### src/rtl/reg_mux_n_if.sv
// Channel data, select handshake and registered output of reg_mux_n.
interface reg_mux_n_if #(
  parameter int WIDTH    = 8,
  parameter int CHANNELS = 4,
  parameter int SEL_W    = 2
);
  logic [CHANNELS*WIDTH-1:0] in;
  logic                      sel_req;
  logic [SEL_W-1:0]          sel;
  logic                      sel_ack;
  logic                      sel_err;
  logic                      busy;
  logic [SEL_W-1:0]          cur;
  logic [WIDTH-1:0]          out;
  logic                      out_valid;

  modport master (
    output in, sel_req, sel,
    input  sel_ack, sel_err, busy, cur, out, out_valid
  );

  modport slave (
    input  in, sel_req, sel,
    output sel_ack, sel_err, busy, cur, out, out_valid
  );
endinterface

### src/rtl/reg_mux_n.sv
// Registered N:1 bus multiplexer; each channel change blanks the output for SETTLE cycles.
module reg_mux_n #(
  parameter int WIDTH    = 8,
  parameter int CHANNELS = 4,
  parameter int SEL_W    = 2,
  parameter int SETTLE   = 2
) (
  input  logic          clk,
  input  logic          rst_n,
  reg_mux_n_if.slave    bus
);
  localparam int CNT_W = (SETTLE < 2) ? 1 : $clog2(SETTLE + 1);
  localparam logic [SEL_W:0] CH_LIM = (SEL_W + 1)'(CHANNELS);
  localparam logic [CNT_W-1:0] CNT_INIT = CNT_W'(SETTLE - 1);

  localparam logic [0:0] ST_PASS  = 1'b0;
  localparam logic [0:0] ST_BLANK = 1'b1;

  logic [0:0]       state;
  logic [CNT_W-1:0] cnt;
  logic [SEL_W-1:0] pending;
  logic [SEL_W-1:0] cur;
  logic [WIDTH-1:0] out_q;
  logic             out_valid;
  logic             sel_ack;
  logic             sel_err;
  logic             busy;

  logic [WIDTH-1:0] cur_data;
  logic [WIDTH-1:0] pend_data;
  logic             sel_ok;
  logic             do_switch;

  // Explicit per-channel compare keeps non-power-of-two CHANNELS free of out-of-range indexing.
  always_comb begin
    cur_data  = '0;
    pend_data = '0;
    for (int unsigned i = 0; i < CHANNELS; i++) begin
      if (cur == SEL_W'(i))     cur_data  = bus.in[i*WIDTH +: WIDTH];
      if (pending == SEL_W'(i)) pend_data = bus.in[i*WIDTH +: WIDTH];
    end
  end

  always_comb begin
    sel_ok    = ({1'b0, bus.sel} < CH_LIM);
    do_switch = bus.sel_req && sel_ok && (bus.sel != cur);
  end

  always_ff @(posedge clk or negedge rst_n) begin
    if (!rst_n) begin
      state     <= ST_PASS;
      cur       <= '0;
      pending   <= '0;
      cnt       <= '0;
      out_q     <= '0;
      out_valid <= 1'b0;
      sel_ack   <= 1'b0;
      sel_err   <= 1'b0;
      busy      <= 1'b0;
    end else begin
      sel_ack <= 1'b0;
      sel_err <= 1'b0;
      case (state)
        ST_PASS: begin
          if (do_switch) begin
            state     <= ST_BLANK;
            pending   <= bus.sel;
            cnt       <= CNT_INIT;
            out_valid <= 1'b0;
            busy      <= 1'b1;
          end else begin
            out_q     <= cur_data;
            out_valid <= 1'b1;
            if (bus.sel_req) begin
              if (!sel_ok) sel_err <= 1'b1;
              else         sel_ack <= 1'b1;
            end
          end
        end
        default: begin
          // Requests are dropped here; out_q holds the old channel until the switch lands.
          if (cnt != '0) begin
            cnt <= cnt - CNT_W'(1);
          end else begin
            state     <= ST_PASS;
            cur       <= pending;
            out_q     <= pend_data;
            out_valid <= 1'b1;
            sel_ack   <= 1'b1;
            busy      <= 1'b0;
          end
        end
      endcase
    end
  end

  assign bus.sel_ack   = sel_ack;
  assign bus.sel_err   = sel_err;
  assign bus.busy      = busy;
  assign bus.cur       = cur;
  assign bus.out       = out_q;
  assign bus.out_valid = out_valid;
endmodule

### src/flat_wrapper.sv
// flat-port wrapper written by rule: the top's interface ports become plain ports
module reg_mux_n_flat 
#(
  parameter int WIDTH    = 8,
  parameter int CHANNELS = 4,
  parameter int SEL_W    = 2,
  parameter int SETTLE   = 2
)
  (clk, rst_n, bus_in, bus_sel_req, bus_sel, bus_sel_ack, bus_sel_err, bus_busy, bus_cur, bus_out, bus_out_valid);
  reg_mux_n_if #(.WIDTH(WIDTH), .CHANNELS(CHANNELS), .SEL_W(SEL_W)) bus_i ();
  input  logic clk;
  input  logic rst_n;
  input wire logic [$bits(bus_i.in)-1:0] bus_in;
  input wire logic [$bits(bus_i.sel_req)-1:0] bus_sel_req;
  input wire logic [$bits(bus_i.sel)-1:0] bus_sel;
  output wire logic [$bits(bus_i.sel_ack)-1:0] bus_sel_ack;
  output wire logic [$bits(bus_i.sel_err)-1:0] bus_sel_err;
  output wire logic [$bits(bus_i.busy)-1:0] bus_busy;
  output wire logic [$bits(bus_i.cur)-1:0] bus_cur;
  output wire logic [$bits(bus_i.out)-1:0] bus_out;
  output wire logic [$bits(bus_i.out_valid)-1:0] bus_out_valid;
  assign bus_i.in = bus_in;
  assign bus_i.sel_req = bus_sel_req;
  assign bus_i.sel = bus_sel;
  assign bus_sel_ack = bus_i.sel_ack;
  assign bus_sel_err = bus_i.sel_err;
  assign bus_busy = bus_i.busy;
  assign bus_cur = bus_i.cur;
  assign bus_out = bus_i.out;
  assign bus_out_valid = bus_i.out_valid;
  reg_mux_n #(.WIDTH(WIDTH), .CHANNELS(CHANNELS), .SEL_W(SEL_W), .SETTLE(SETTLE)) u_core (.clk(clk), .rst_n(rst_n), .bus(bus_i));
endmodule
### config.mk
export PLATFORM = sky130hd
export DESIGN_NAME = reg_mux_n_flat
export DESIGN_NICKNAME = d
export VERILOG_FILES = /design/src/rtl/reg_mux_n_if.sv /design/src/rtl/reg_mux_n.sv /design/src/flat_wrapper.sv
export SDC_FILE = /design/constraint.sdc
export NUM_CORES = 1
export LEC_CHECK = 0
export ABC_AREA = 0
export ABC_CLOCK_PERIOD_IN_PS = 4200
export CAP_MARGIN = 20
export CORE_AREA = 2 2 60 62
export DETAILED_ROUTE_END_ITERATION = 10
export DIE_AREA = 0 0 62 64
export DONT_BUFFER_PORTS = 1
export PLACE_DENSITY_LB_ADDON = 0.3
export SLEW_MARGIN = 40
export SYNTH_ARGS = -nofsm -noshare
export SYNTH_HDL_FRONTEND = slang
export SYNTH_SLANG_ARGS = --single-unit
### constraint.sdc
create_clock -name clk -period 4.2 [get_ports clk]
set_clock_uncertainty 0.2 [all_clocks]
set_input_delay 0.84 -clock clk [delete_from_list [all_inputs] [get_ports clk]]
set_output_delay 0.84 -clock clk [all_outputs]
set_load 0.03 [all_outputs]
* After elaboration in Yosys (flattened, before gate mapping) *
Index checks and enable logic that the tools add are counted.

word-level totals
  output and inout port bits = 14
  logic and storage cells = 58
  input port bits = 37
  bits in registers = 18

cells by class
  mux-type cells = 27
  reduce and logical (&&, ||, !) cells = 10
  bitwise logic cells = 2
  add/subtract/negate cells = 1
  equal/unequal tests = 10

operator list
  kind                                                 number
  2-to-1 mux 8 bit                                     11
  2-to-1 mux 1 bit                                     13
  AND reduction 2 bit                                  5
  equality test 2 bit, second input constant           4
  2-to-1 mux 2 bit                                     3
  equality test 2 x 1 -> 1 bit, second input constant  2
  zero test 2 bit                                      2
  != test 2 bit, second input constant                 2
  nonzero test 2 bit                                   2
  != test 2 x 1 -> 1 bit, second input constant        1
  != test 2 bit                                        1
  inverter 1 bit                                       2
  subtractor 2 x 1 -> 2 bit, second input constant     1
  logical AND 1 bit                                    1

* Longest topological paths before layout *
  word-level depth = 7
  mapped depth = 6
  depth with buffers taken out = 6

* Least setup slack after synthesis *
No wires, ideal clock.

  path type = in2reg
  from = input bus_in[10]
  to = register u_core.out_q[2], in the netlist u_core.bus.out[2]
  cell stages on the path = 3
  library setup time = 128 ps
  path buffers = 0
  data required time = 3872 ps
  arrival time = 1840 ps
  setup slack = 2032 ps
  cell sequence = mux4_1 mux2_2 mux2_1

on the way
  word-level cells in the longest chain between the ends = 5
  elaborated cells on any way between the ends = 9
  those cells by class = mux: 9

RTL lines
  element                                                  line                              RTL
  from (decl)                                              flat_wrapper.sv:13                input wire logic [$bits(bus_i.in)-1:0] bus_in;
  2-to-1 mux 8 bit, on equally long branches (3 in a row)  reg_mux_n.sv:39, reg_mux_n.sv:40
  2-to-1 mux 8 bit, on equally long branches               reg_mux_n.sv:65, reg_mux_n.sv:82
  2-to-1 mux 8 bit *                                       reg_mux_n.sv:63                   case (state)
  to (signal assigned)                                     reg_mux_n.sv:72                   out_q <= cur_data;
  to (signal assigned)                                     reg_mux_n.sv:87                   out_q <= pend_data;
  to (decl)                                                reg_mux_n.sv:23                   logic [WIDTH-1:0] out_q;

Mark *: on every way between the ends. The rest lies on a longest branch, timed or not. The select of a mux whose other input is x is not followed.
A chain may end at the register's enable or synchronous reset.

* Final worst setup path *
  from = register u_core.cur[1], in the netlist u_core.bus.cur[1]
  to = register u_core.out_q[2], in the netlist u_core.bus.out[2]

on the way
  word-level cells in the longest chain between the ends = 7
  elaborated cells on any way between the ends = 14
  those cells by class = eq/ne: 5; mux: 6; reduce/logical: 3

RTL lines
  element                        line             RTL
  from (decl)                    reg_mux_n.sv:22  logic [SEL_W-1:0] cur;
  from (signal assigned)         reg_mux_n.sv:86  cur <= pending;
  zero test 2 bit                reg_mux_n.sv:39  if (cur == SEL_W'(i)) cur_data = bus.in[i*WIDTH +: WIDTH];
  2-to-1 mux 8 bit (4 in a row)  reg_mux_n.sv:39
  2-to-1 mux 8 bit               reg_mux_n.sv:65  if (do_switch) begin
  2-to-1 mux 8 bit               reg_mux_n.sv:63

Parallel ways exist; a longest one is shown, timed or not. The select of a mux whose other input is x is not followed.

==> impl_summary.md <==
Clocking
Buffers inserted during clock tree synthesis total 3. The number of sinks handled by clock tree synthesis is 18. The clock network latency to the later pin of the worst-skew pair is 0.29 ns. In this run the deepest clock path goes through 2 buffers. TritonCTS built the clock tree. Clock-pin slew was measured on the worst setup and hold paths at 0.11 ns.

The root buffer selected by CTS is sky130_fd_sc_hd__clkbuf_4. Buffers added to address setup during post-CTS repair amount to 0. Gates resized during post-CTS repair numbered 0. CTS built an H-tree with a depth of 1.

Timing
For the pin with the worst max-slew slack, the measured transition is 0.745 ns. The shortest clock period the worst path allows after layout is 2.27 ns. Hold is met by 0.0335 ns. In the finished design, the share of the clock period the worst path needs comes to 54.1%. Derived from the worst setup path, the maximum achievable clock frequency is 0.440 GHz. The total negative slack is 0 ns. Setup repair after global routing left no endpoint under its margin. Setup violations remaining at the end of the flow were counted as 0. The total count of max-transition violations in the final report was 0. Headroom to the max-slew limit came out at 50.4%. The number of endpoints with negative hold slack in the final report is 0.

Floorplanning
The core region is 3280 µm². The horizontal die dimension is 62 µm. The total number of placement rows is 21.

The floorplan step defined a die boundary enclosing 3970 µm². In this run the count of I/O pins placed on the die edge is 51. The die is 64 µm tall. Once the floorplan was initialized, standard cells occupied 38.3% of the core.

Route
The first-iteration detailed-routing DRC count is 18. The routed length per placed instance is 18.8 µm. In the routed layout, each cell is associated on average with a via count of 5.73. The antenna violation net count after detailed routing is 0. Across all layers, the routed design uses 773 vias.

The final layout contains routed wiring with a total length of 2540 µm. The first TritonRoute pass finished after 3 iterations. In the routed design, unresolved DRC markers number 0.

Worst setup path
The slowest stage of the critical path is the sky130_fd_sc_hd__dfrtp_1 cell. The worst register-to-register path begins at u_core.bus.cur[1]. In this design, the stage delay of the slowest critical-path cell is 0.84 ns. The setup check on the worst reg-to-reg path leaves a slack of 1.93 ns. Walking the worst path, the cells encountered are xnor2_1, a21oi_2, nor2_4, mux2_1.

The cell depth of the worst flop-to-flop path is 4. The worst setup path is launched from a flip-flop. Data on the critical path is required at its endpoint by 4.19 ns. The critical path is of the reg -> reg type. STA classifies the critical path endpoint as a flip-flop. In this run the worst path has a maximum fanout of 13.

Data on the critical path arrives at its endpoint at 2.26 ns. In this run the critical register-to-register path is captured at u_core.bus.out[2].

Yosys
The portion of synthesized cell area occupied by the leading cell type is 35.8%. The post-synth net total is 128. Synthesis instantiated 31 different standard cells from the library.

Of the synthesized area, sequential elements account for 35.8%. The synthesized flop and latch total is 18. In this run the cell area of the synthesized design comes to 1260 µm². After synthesis, the mean cell area works out to 14.0 µm².

During synthesis, Yosys emitted a total of 0 warnings. The cell type contributing the most total cell area after synthesis is sky130_fd_sc_hd__dfrtp_1. Counting every instance in the synthesized netlist gives 90. Sorting the synthesized cells by area gives the leading types as sky130_fd_sc_hd__dfrtp_1, sky130_fd_sc_hd__mux4_2, sky130_fd_sc_hd__mux2_2.

Placement
The detailed-placement wirelength estimate is 1980 µm. The number of placed instances with taps included is 130. In this run the tool buffered the top-level ports with 0 buffer cells. The placer congestion estimate is 0.789.

Run
Across the run, the number of max-cap violations was 0.

Final layout
0 antenna diodes ended up in the layout. The layout cell share with drive strength beyond 1 is 40.4%. The core utilization of the finished layout is 40.0%.

The area growth from synthesis to layout is 4.48%. After the last flow step, the layout net total stands at 128. The number of non-filler instances in the completed layout is 135. Leaving out fill and tap cells, the most frequent cells in the layout are sky130_fd_sc_hd__dfrtp_1, sky130_fd_sc_hd__mux4_2, sky130_fd_sc_hd__mux2_2. Leaving out fill and tap cells, the most frequent cell in the layout is sky130_fd_sc_hd__dfrtp_1.

Global routing
For this run, the total global-route usage over all layers was measured as 13.8%. The number of antenna violations at the first check in global routing is 0. After global routing the overflow that remains totals 0. Entering global routing, the biggest net connects 19 pins. The first global-routing pass estimated 3960 µm of wire. The number of global-route vias before repair came to 806.

Power and ir drop
Dividing total power by cell area gives a power density of 879 nW/µm². IR analysis of the VDD net gives a maximum drop of 203 µV. The power consumption is 1.15 mW. In this run the static leakage power is 0.516 nW.

Outcome
The run finished with clean final reports.

Hold path
The path class of the tightest hold or removal check is in -> async.
-- per-stage QoR --
| step | setup slack (ns) | area (µm²) |
|---|---|---|
| 2_1_floorplan | 2.03 | 1260 |
| 3_3_place_gp | 1.80 | 1270 |
| 3_5_place_dp | 1.75 | 1270 |
| 4_1_cts | 1.73 | 1300 |
| 5_1_grt | 1.81 | 1310 |
| 6_report | 1.93 | 1310 |
-- flip-flops by register name, indices dropped and copies added (netlist names) --
register,flops
u_core.bus.cur,2
u_core.pending,2
u_core.bus.out_valid,1
u_core.cnt,2
u_core.bus.out,8
u_core.bus.busy,1
u_core.bus.sel_ack,1
u_core.state,1
-- per-layer routing --
| metal | share of wire, % | track usage, % | up-vias |
|---|---|---|---|
| met1 | 37 | 16.1 | 401 |
| li1 | - | - | 342 |
| met5 | 0 | 0 | - |
| met4 | 2.5 | 7.71 | 0 |
| met3 | 7.9 | 5.67 | 6 |
| met2 | 53 | 20.7 | 24 |
-- cells by family after synthesis --
kind of cell	after synthesis	synth area share (%)
compound gates	12	6.17
simple gates	13	5.67
xor+xnor	2	1.39
flops	18	35.8
other cells	1	0.298
mux	34	44.9
fa+ha+maj	1	0.995
buf+inv	9	4.78
-- worst max path at each step --
stage / end / cells after the start / slack [ns] / startpoint
2_1_floorplan: u_core.bus.out[2] / 3 / 2.03 / bus_in[10]
3_5_place_dp: u_core.bus.out[2] / 3 / 1.75 / u_core.bus.cur[0]
6_report: u_core.bus.out[2] / 4 / 1.93 / u_core.bus.cur[1]
3_3_place_gp: u_core.bus.out[2] / 3 / 1.80 / u_core.bus.cur[0]
4_1_cts: u_core.bus.out[2] / 3 / 1.73 / u_core.bus.cur[0]
5_1_grt: u_core.bus.out[2] / 4 / 1.81 / u_core.bus.cur[1]
-- cells in the mapped netlist --
master	count
sky130_fd_sc_hd__a22oi_1	1
sky130_fd_sc_hd__nor2_1	3
sky130_fd_sc_hd__ha_1	1
sky130_fd_sc_hd__buf_4	1
sky130_fd_sc_hd__inv_2	1
sky130_fd_sc_hd__mux2_2	10
sky130_fd_sc_hd__inv_1	2
sky130_fd_sc_hd__nand3_1	1
sky130_fd_sc_hd__mux4_1	2
sky130_fd_sc_hd__a21o_1	1
sky130_fd_sc_hd__nand2b_1	2
sky130_fd_sc_hd__a21oi_1	2
sky130_fd_sc_hd__buf_1	1
sky130_fd_sc_hd__mux2i_1	2
sky130_fd_sc_hd__o22ai_1	1
sky130_fd_sc_hd__nor2_4	1
sky130_fd_sc_hd__xnor2_1	2
sky130_fd_sc_hd__mux4_2	12
sky130_fd_sc_hd__a211o_2	1
sky130_fd_sc_hd__mux2_1	3
sky130_fd_sc_hd__mux2_4	5
sky130_fd_sc_hd__dfrtp_1	18
sky130_fd_sc_hd__conb_1	1
sky130_fd_sc_hd__nand2_1	3
sky130_fd_sc_hd__nand3b_1	1
sky130_fd_sc_hd__nor2b_1	2
sky130_fd_sc_hd__o21ai_0	4
sky130_fd_sc_hd__o31ai_1	1
sky130_fd_sc_hd__buf_6	3
sky130_fd_sc_hd__clkbuf_1	1
sky130_fd_sc_hd__a21oi_2	1
-- worst max-delay path: cells and delay by family (launching register included) --
kind,cells,cell delay [ns]
muxes,1,0.34
and+or+nand+nor,1,0.16
DFF,1,0.84
xor gates and xnor gates,1,0.21
AOI/OAI and AO/OA,1,0.41
-- where the power goes --
group	total, mW	internal [mW]	switching (mW)
registers	0.546	0.261	0.285
clock network	0.106	0.0528	0.0533
logic	0.502	0.346	0.157
total	1.15	0.659	0.495
-- cell type report --
type,instances,area (µm²)
Inverter,3,11.3
Multi-Input combinational cell,63,747
Fill cell,325,1970
Sequential cell,18,452
Timing Repair Buffer,1,10.0
Tap cell,46,57.6
Clock buffer,4,36.3
-- what timing repair did --
| action | in CTS | in global routing |
|---|---|---|
| endpoints found under the hold margin | 0 | 10 |
| endpoints found under the setup margin | 0 | 0 |
| hold buffers | 0 | 1 |
(Power assumes the default switching activity.)
